**config.mk**
```make
export PLATFORM = sky130hd
export DESIGN_NAME = e203_dtcm_bulk_init
export DESIGN_NICKNAME = d
export VERILOG_FILES = /design/src/rtl/e203_dtcm_init_pkg.sv /design/src/rtl/e203_dtcm_init_gen.sv /design/src/rtl/e203_dtcm_bulk_init.sv
export SDC_FILE = /design/constraint.sdc
export NUM_CORES = 1
export LEC_CHECK = 0
export CAP_MARGIN = 30
export CORE_UTILIZATION = 48
export CTS_CLUSTER_SIZE = 24
export DETAILED_ROUTE_END_ITERATION = 6
export GPL_TIMING_DRIVEN = 0
export HOLD_SLACK_MARGIN = 0.06
export PLACE_DENSITY = 0.87
export SLEW_MARGIN = 20
export SYNTH_ARGS = -nofsm -noshare
export SYNTH_HDL_FRONTEND = slang
export SYNTH_HIERARCHICAL = 1
export SYNTH_SLANG_ARGS = --single-unit
```
**constraint.sdc**
```tcl
create_clock -name clk -period 3.4 [get_ports clk]
set_input_delay 0.51 -clock clk [delete_from_list [all_inputs] [get_ports clk]]
set_output_delay 0.51 -clock clk [all_outputs]
set_load 0.02 [all_outputs]
```
**src/rtl/e203_dtcm_init_pkg.sv**
```systemverilog
// rtl/e203_dtcm_init_pkg.sv - shared state, mode and limit definitions for the DTCM bulk initialiser
package e203_dtcm_init_pkg;

  typedef enum logic [1:0] {
    ST_IDLE  = 2'd0,
    ST_RUN   = 2'd1,
    ST_DRAIN = 2'd2,
    ST_DONE  = 2'd3
  } state_e;

  localparam logic MODE_FILL   = 1'b0;
  localparam logic MODE_VERIFY = 1'b1;

  // Outstanding-command ceiling and the counter width that covers it.
  localparam int unsigned OUTS_MAX = 4;
  localparam int unsigned OUTS_W   = 3;

endpackage

```
**src/rtl/e203_dtcm_init_gen.sv**
```systemverilog
// rtl/e203_dtcm_init_gen.sv - word index to (byte address, expected data) generator
module e203_dtcm_init_gen
  import e203_dtcm_init_pkg::*;
#(
  parameter int unsigned AW = 16,
  parameter int unsigned LW = 14
) (
  input  logic [AW-1:0] base_i,
  input  logic [LW-1:0] idx_i,
  input  logic [31:0]   pattern_i,
  input  logic          incr_i,
  output logic [AW-1:0] addr_o,
  output logic [31:0]   data_o
);

  logic [LW+1:0] byte_off;

  // Address arithmetic wraps naturally at the AW boundary.
  assign byte_off = {idx_i, 2'b00};
  assign addr_o   = base_i + AW'(byte_off);
  assign data_o   = incr_i ? (pattern_i + 32'(idx_i)) : pattern_i;

endmodule

```
**src/rtl/e203_dtcm_bulk_init.sv**
```systemverilog
// rtl/e203_dtcm_bulk_init.sv - ICB initiator that bulk-fills or read-verifies a DTCM word range
module e203_dtcm_bulk_init
  import e203_dtcm_init_pkg::*;
#(
  parameter int unsigned AW       = 16,
  parameter int unsigned LW       = 14,
  parameter int unsigned OUTS_NUM = 1
) (
  input  logic          clk,
  input  logic          rst,
  input  logic          start,
  input  logic          cfg_mode,
  input  logic [AW-1:0] cfg_base,
  input  logic [LW-1:0] cfg_len,
  input  logic [31:0]   cfg_pattern,
  input  logic          cfg_incr,
  input  logic          abort,
  output logic          busy,
  output logic          done,
  output logic          err,
  output logic          aborted,
  output logic [AW-1:0] err_addr,
  output logic [31:0]   err_rdata,
  output logic          icb_cmd_valid,
  input  logic          icb_cmd_ready,
  output logic [AW-1:0] icb_cmd_addr,
  output logic          icb_cmd_read,
  output logic [31:0]   icb_cmd_wdata,
  output logic [3:0]    icb_cmd_wmask,
  input  logic          icb_rsp_valid,
  output logic          icb_rsp_ready,
  input  logic          icb_rsp_err,
  input  logic [31:0]   icb_rsp_rdata
);

  state_e              state_q, state_d;
  logic                mode_q, incr_q;
  logic [AW-1:0]       base_q;
  logic [LW-1:0]       len_q, issued_q, retired_q;
  logic [31:0]         pattern_q;
  logic [OUTS_W-1:0]   outs_q, outs_d;
  logic                hold_q;
  logic                err_q, aborted_q;
  logic [AW-1:0]       err_addr_q;
  logic [31:0]         err_rdata_q;

  logic [AW-1:0]       iss_addr, ret_addr;
  logic [31:0]         iss_data, ret_data;
  logic                start_acc, can_issue, cmd_hs, rsp_hs, rsp_fail;

  e203_dtcm_init_gen #(.AW(AW), .LW(LW)) u_gen_issue (
    .base_i    (base_q),
    .idx_i     (issued_q),
    .pattern_i (pattern_q),
    .incr_i    (incr_q),
    .addr_o    (iss_addr),
    .data_o    (iss_data)
  );

  e203_dtcm_init_gen #(.AW(AW), .LW(LW)) u_gen_retire (
    .base_i    (base_q),
    .idx_i     (retired_q),
    .pattern_i (pattern_q),
    .incr_i    (incr_q),
    .addr_o    (ret_addr),
    .data_o    (ret_data)
  );

  assign start_acc = start && (state_q == ST_IDLE);
  assign can_issue = (state_q == ST_RUN) && (issued_q < len_q)
                     && (outs_q < OUTS_W'(OUTS_NUM)) && !abort;

  // hold_q keeps a presented command on the bus until accepted, even under abort.
  assign icb_cmd_valid = hold_q || can_issue;
  assign icb_cmd_addr  = iss_addr;
  assign icb_cmd_read  = mode_q;
  assign icb_cmd_wdata = (mode_q == MODE_FILL) ? iss_data : 32'h0;
  assign icb_cmd_wmask = icb_cmd_valid ? 4'hF : 4'h0;
  assign icb_rsp_ready = (state_q == ST_RUN) || (state_q == ST_DRAIN);

  assign cmd_hs   = icb_cmd_valid && icb_cmd_ready;
  assign rsp_hs   = icb_rsp_valid && icb_rsp_ready;
  assign rsp_fail = icb_rsp_err || ((mode_q == MODE_VERIFY) && (icb_rsp_rdata != ret_data));

  assign busy      = (state_q != ST_IDLE);
  assign done      = (state_q == ST_DONE);
  assign err       = err_q;
  assign aborted   = aborted_q;
  assign err_addr  = err_addr_q;
  assign err_rdata = err_rdata_q;

  always_comb begin
    state_d = state_q;
    case (state_q)
      // An empty request still passes through DRAIN so done keeps the 2-cycle minimum.
      ST_IDLE:  if (start) state_d = (cfg_len != '0) ? ST_RUN : ST_DRAIN;
      ST_RUN:   if ((issued_q == len_q) || (abort && !hold_q)) state_d = ST_DRAIN;
      ST_DRAIN: if (outs_q == '0) state_d = ST_DONE;
      ST_DONE:  state_d = ST_IDLE;
      default:  state_d = ST_IDLE;
    endcase
  end

  always_comb begin
    outs_d = outs_q;
    case ({cmd_hs, rsp_hs})
      2'b10:   outs_d = outs_q + 1'b1;
      2'b01:   outs_d = outs_q - 1'b1;
      default: outs_d = outs_q;
    endcase
  end

  always_ff @(posedge clk) begin
    if (rst) begin
      state_q     <= ST_IDLE;
      mode_q      <= MODE_FILL;
      incr_q      <= 1'b0;
      base_q      <= '0;
      len_q       <= '0;
      pattern_q   <= '0;
      issued_q    <= '0;
      retired_q   <= '0;
      outs_q      <= '0;
      hold_q      <= 1'b0;
      err_q       <= 1'b0;
      aborted_q   <= 1'b0;
      err_addr_q  <= '0;
      err_rdata_q <= '0;
    end else begin
      state_q <= state_d;
      outs_q  <= outs_d;
      hold_q  <= icb_cmd_valid && !icb_cmd_ready;
      if (cmd_hs) issued_q <= issued_q + 1'b1;
      if (rsp_hs) retired_q <= retired_q + 1'b1;
      if ((state_q == ST_RUN) && abort) aborted_q <= 1'b1;
      if (rsp_hs && rsp_fail && !err_q) begin
        err_q       <= 1'b1;
        err_addr_q  <= ret_addr;
        err_rdata_q <= (mode_q == MODE_VERIFY) ? icb_rsp_rdata : 32'h0;
      end
      if (start_acc) begin
        mode_q      <= cfg_mode;
        incr_q      <= cfg_incr;
        base_q      <= cfg_base & {{(AW-2){1'b1}}, 2'b00};
        len_q       <= cfg_len;
        pattern_q   <= cfg_pattern;
        issued_q    <= '0;
        retired_q   <= '0;
        err_q       <= 1'b0;
        aborted_q   <= 1'b0;
        err_addr_q  <= '0;
        err_rdata_q <= '0;
      end
    end
  end

endmodule
```
# Word-level counts from Yosys, hierarchy flattened
# Cells that the tools add are included.
[totals]
ff_bits = 146
input_bits = 103
out_inout_bits = 107
[op_classes]
n_addsub = 8
magnitude_cmp = 2
eq_ne = 10
muxes = 11
n_reduce_logical = 27
[op_table]
columns = ["cell", "n"]
rows = [
  ["2-to-1 mux 32 bit", 4],
  ["adder 32 x 14 -> 32 bit", 2],
  ["adder 16 bit", 2],
  ["!= test 32 bit", 1],
  ["adder 14 x 1 -> 14 bit, second input constant", 2],
  ["equality test 14 bit", 1],
  ["less-than comparator 14 bit", 1],
  ["nonzero test 14 bit", 1],
  ["logical AND 1 bit", 12],
  ["2-to-1 mux 2 bit", 4],
  ["one-hot mux 2 bit (4 select lines)", 1],
  ["equality test 2 bit, second input constant", 3],
  ["one-hot mux 3 bit (2 select lines)", 1],
  ["equality test 2 x 1 -> 1 bit, second input constant", 2],
  ["zero test 1 bit", 4],
  ["logical OR 1 bit", 4],
  ["2-to-1 mux 4 bit", 1],
  ["!= test 2 x 1 -> 1 bit, second input constant", 2],
  ["nonzero test 2 bit", 2],
  ["adder 3 x 1 -> 3 bit, second input constant", 1],
  ["zero test 3 bit", 1],
  ["less-than comparator 3 x 1 -> 1 bit, second input constant", 1],
  ["AND reduction 3 bit", 1],
  ["subtractor 3 x 1 -> 3 bit, second input constant", 1],
  ["3 further kinds", 3],
]

# Logic depth before layout (Yosys ltp)
[depth]
word_depth = 8
mapped_depth = 16

# By module
# Netlist, hierarchy kept.
[by_module_without_submodules]
columns = ["mod", "n_inst", "cells_each", "area_per_inst_um2", "seq_area_each_um2"]
rows = [
  ["e203_dtcm_bulk_init", 1, 823, 6749.0, 2922.8],
  ["e203_dtcm_init_gen at u_gen_issue", 1, 241, 1813.0, 0.0],
  ["e203_dtcm_init_gen at u_gen_retire", 1, 240, 1775.5, 0.0],
]

# Worst setup path before layout
# Ideal clock, no wire load.
[synth_path]
path_kind = "flip-flop to flip-flop"
startpoint = "reg retired_q[0]"
endpoint = "reg err_rdata_q[19] (netlist: err_rdata[19])"
t_arrival_ns = 3.712
t_required_ns = 3.328
setup_slack_ns = -0.384
stages_incl_launch_ff = 17
n_path_buf = 2
synth_period_minus_slack_ns = 3.784
path_cell_list = "dfxtp_1 > ha_1 > fa_1 > a211oi_2 > o21ai_1 > o31a_4 > o211ai_2 > nor3_1 > xor2_1 > xor2_1 > nor4_1 > nand4_1 > o21ai_1 > a211oi_1 > buf_2 > buf_2 > mux2i_1"
[synth_via]
elab_chain_cells = 7
[synth_lines]
columns = ["item", "line_no", "text"]
rows = [
  ["from (decl)", "e203_dtcm_bulk_init.sv:39", "logic [LW-1:0] len_q, issued_q, retired_q;"],
  ["from (signal assigned)", "e203_dtcm_bulk_init.sv:134", "if (rsp_hs) retired_q <= retired_q + 1'b1;"],
  ["adder 32 x 14 -> 32 bit", "e203_dtcm_init_gen.sv:21", "assign data_o = incr_i ? (pattern_i + 32'(idx_i)) : pattern_i;"],
  ["2-to-1 mux 32 bit", "e203_dtcm_init_gen.sv:21", ""],
  ["named net ret_data[22]", "e203_dtcm_bulk_init.sv:48", "logic [31:0] iss_data, ret_data;"],
  ["!= test 32 bit", "e203_dtcm_bulk_init.sv:83", "assign rsp_fail = icb_rsp_err || ((mode_q == MODE_VERIFY) && (icb_rsp_rdata != ret_data));"],
  ["logical AND 1 bit", "e203_dtcm_bulk_init.sv:83", ""],
  ["logical OR 1 bit", "e203_dtcm_bulk_init.sv:83", ""],
  ["logical AND 1 bit (2 in a row)", "e203_dtcm_bulk_init.sv:136", "if (rsp_hs && rsp_fail && !err_q) begin"],
  ["to (signal assigned)", "e203_dtcm_bulk_init.sv:139", "err_rdata_q <= (mode_q == MODE_VERIFY) ? icb_rsp_rdata : 32'h0;"],
  ["to (decl)", "e203_dtcm_bulk_init.sv:45", "logic [31:0] err_rdata_q;"],
]
# The timed path passes the listed nets, and every way through them passes these cells.
# A chain may end at the register's enable or synchronous reset.

# Worst setup path after layout
[layout_path]
startpoint = "reg pattern_q[0]"
endpoint = "reg err_rdata_q[0] (netlist: err_rdata[0])"
[layout_via]
elab_chain_cells = 7
[layout_lines]
columns = ["item", "line_no", "text"]
rows = [
  ["from (decl)", "e203_dtcm_bulk_init.sv:40", "logic [31:0] pattern_q;"],
  ["from (signal assigned)", "e203_dtcm_bulk_init.sv:146", "pattern_q <= cfg_pattern;"],
  ["adder 32 x 14 -> 32 bit", "e203_dtcm_init_gen.sv:21", ""],
  ["2-to-1 mux 32 bit", "e203_dtcm_init_gen.sv:21", ""],
  ["named net ret_data[22]", "e203_dtcm_bulk_init.sv:48", ""],
  ["!= test 32 bit", "e203_dtcm_bulk_init.sv:83", ""],
  ["logical AND 1 bit", "e203_dtcm_bulk_init.sv:83", ""],
  ["logical OR 1 bit", "e203_dtcm_bulk_init.sv:83", ""],
  ["logical AND 1 bit (2 in a row)", "e203_dtcm_bulk_init.sv:136", ""],
]
# The timed path passes the listed nets, and every way through them passes these cells.

==> results.toml <==
[run_status]
run_status = "finished with violations"
violations = "setup timing"

[synth]
synthMuxAreaShare_pct = 6.69
ys_seq_elements = 146
synth.avg_cell_area_um2 = 7.93
synth_top_family_by_area = "simple AND/OR/NAND/NOR gates"
synth_compound_area_share_pct = 17.0
ys_types = 72
synth_edf_count = 0
synth-seq-area-share_pct = 28.3
synthArstFlopShare_pct = 0
synth-xor-area-share_pct = 10.6
yosys-top-cells-area = "dfxtp_1, ha_1, nand2_1"
yosys.area_share.simple_pct = 22.8
synth_cells = 1304
synth_top_area_share_pct = 28.3
syn-cell-area_um2 = 10300
yosysWarnings = 6
synth_top_cells_by_count = "nand2_1, dfxtp_1, a21oi_1"
synth_fa_ha_area_share_pct = 10.3
synthMostInstantiatedCell = "nand2_1"
yosysTopAreaCell = "dfxtp_1"
ys.flop_type = "dfxtp_1"

[sta]
finalSetupViolations = 61
worst_pin_slew_ns = 0.773
min_period_ns = 3.86
max-slew-margin-rel_pct = 48.5
rsz0062_at_grt = "true"
setup_slack_ns = -0.463
clock.fmax_mhz = 259
finalHoldViolations = 0
skew_ns = 0.0117
slew_violations = 0
finalCritPeriodShare_pct = 114

[global_route]
grt_pass1_vias = 10191
grt_pass1_wl_um = 52100
antenna_found_initial = 0
grt.total_usage_pct = 30.2
grt-ovfl-total = 0
grt_max_degree = 17

[floorplan]
rows = 53
die_y_um = 149
start_util_pct = 49.0
die-area_um2 = 22100
die_x_um = 149
ios = 210
fp.coreArea_um2 = 21100

[placed_design]
gp_congestion = 0.953
dpl.hpwl_um = 25000
port_buffers = 204
dpl_cell_area_um2 = 12800

[power]
max-vdd-ir-drop_uv = 542
p_leak_nw = 5.67
power_density_nw_per_um2 = 472

[routing]
wl_per_cell_um = 19.0
viasPerCell = 5.97
routed_wl_um = 35300
drc = 0
initialDrtViolationCount = 1193
route.vias.total = 11123
dr.pass1.iters = 6
antenna_left = 0

[cells_and_area]
fin_util_pct = 67.5
register_area_um2 = 2980
multiInputGateArea_um2 = 7360
finish.net_count = 1761
drive_above_1_share_pct = 15.4
post-route-cell-area_um2 = 14200
diodes = 0
synthToLayoutAreaGrowth_pct = 37.7
fillCellCount = 1613

[clocking]
cts_max_level = 4
worstSkewPairLatency_ns = 0.44
clock_tree.root_cell = "clkbuf_16"
path_clk_slew_ns = 0.07
clock-sinks = 146
clk_path_buf_depth = 2
cts_tree = "done"
cts_hold_buf = 0
cts_buffers = 17

[hold_path]
hold_class = "reg2reg"
hold_depth = 2

[critical_path]
crit_required_ns = 3.76
cp.arrival_ns = 4.23
r2r_slack_ns = -0.46
end_kind = "flip-flop"
ff2ff_path_depth = 17
cp_max_fo = 6
path_class = "reg2reg"
critPathLaunchType = "flip-flop"

[run]
drv_cap = 0
==> metrics by stage <==
step	setup TNS [ns]	hold WS, ns	std cells	power, mW	setup slack (ns)
floorplan	0	0.436	1307	3.64	0.0188
global placement	-20.11	0.443	1786	4.50	-0.379
detailed placement	-26.25	0.448	1786	4.56	-0.508
CTS	-15.19	0.458	1843	6.55	-0.332
global route	-28.84	0.474	1863	6.99	-0.599
finish	-21.52	0.456	1863	6.72	-0.463
==> logic make-up after synthesis <==
family	Yosys count
DFF	146
AOI/OAI and AO/OA	271
and+or+nand+nor	505
buffers and inverters	106
muxes	67
adders and majority gates	83
xor gates and xnor gates	125
other	1
==> worst max-delay path, stage by stage (launching register included) <==
cell and delay [ns]:
dfxtp_4 0.35, ha_4 0.16, fa_2 0.37, a211oi_4 0.26, o21ai_2 0.10, o31a_4 0.39, o211ai_4 0.31, buf_4 0.17
nor3_2 0.04, xor2_1 0.19, xor2_1 0.25, nor4_2 0.09, nand4_1 0.13, o21ai_2 0.08, a211oi_4 0.36, buf_12 0.19
clkbuf_8 0.16, mux2i_1 0.19
==> report_power, final <==
group | switching, mW | leakage, nW | internal [mW] | total (mW)
combinational | 1.54 | 4.20 | 1.14 | 2.68
sequential | 0.253 | 1.20 | 1.88 | 2.13
clock | 0.814 | 0.269 | 1.09 | 1.91
==> timing repair <==
action / CTS / global route
gates resized for setup: 179 / 87
setup buffers: 20 / 21
setup endpoints to repair: 89 / 83
pin swaps: 27 / 29
cloned: 5 / 1
==> placed cells by master (no fill, tap or decap), drive strengths merged, types with 3 or more instances in the layout <==
cell type	netlist	routed
o21a	7	7
o31ai	12	12
inv	40	44
nor3	11	11
or4	7	7
clkinvlp	0	5
clkbuf	50	77
a2111oi	5	5
nor2	58	58
ha	79	79
a21o	19	19
o21ai	45	45
nor2b	33	33
xnor2	58	58
or3	10	10
dlygate4sd2	0	9
a31oi	4	4
a211oi	17	17
and2	3	3
nand2	245	245
conb	1	4
dfxtp	146	146
clkinv	1	3
nor4	15	15
nand4	29	29
mux2i	50	50
xor2	67	67
mux2	17	17
nand3	68	68
o211ai	7	8
buf	15	75
clkdlybuf4s15	0	5
fa	4	4
and4	4	4
a21oi	131	131
o21bai	7	7
and3	11	11
clkdlybuf4s50	0	164
nand2b	3	3
==> layer usage <==
metal  track usage [%]  vias up  part of all wire, %  wire length, um
met4              18.0        0                  5.4             1900
met3              5.23      158                  8.9             3130
li1                  -     5122                    -                -
met1              37.0     5158                   39            13700
met2              49.6      685                   47            16500
met5                 0        -                    0                0
==> path summary, 6_finish.rpt <==
path                                   start      endpoint
worst max-delay path            pattern_q[0]  err_rdata[0]
worst min-delay path                len_q[8]      len_q[8]
worst max register to register  pattern_q[0]  err_rdata[0]
worst min register to register      len_q[8]      len_q[8]
==> sequential cells by signal, summed over array words and instances, names as in the netlist, 2 cells and up <==
name / cells
base_q: 14
err_addr: 16
err_rdata: 32
issued_q: 14
len_q: 14
outs_q: 3
pattern_q: 32
retired_q: 14
state_q: 2
==> layout make-up <==
class	count	area share, %
Timing Repair Buffer	249	17.2
Multi-Input combinational cell	1056	51.7
Inverter	41	1.10
Clock inverter	13	1.07
Sequential cell	146	20.9
Tap cell	275	2.42
Buffer	64	2.55
Clock buffer	19	3.04
No activity file was read; power rests on OpenSTA's default activity.
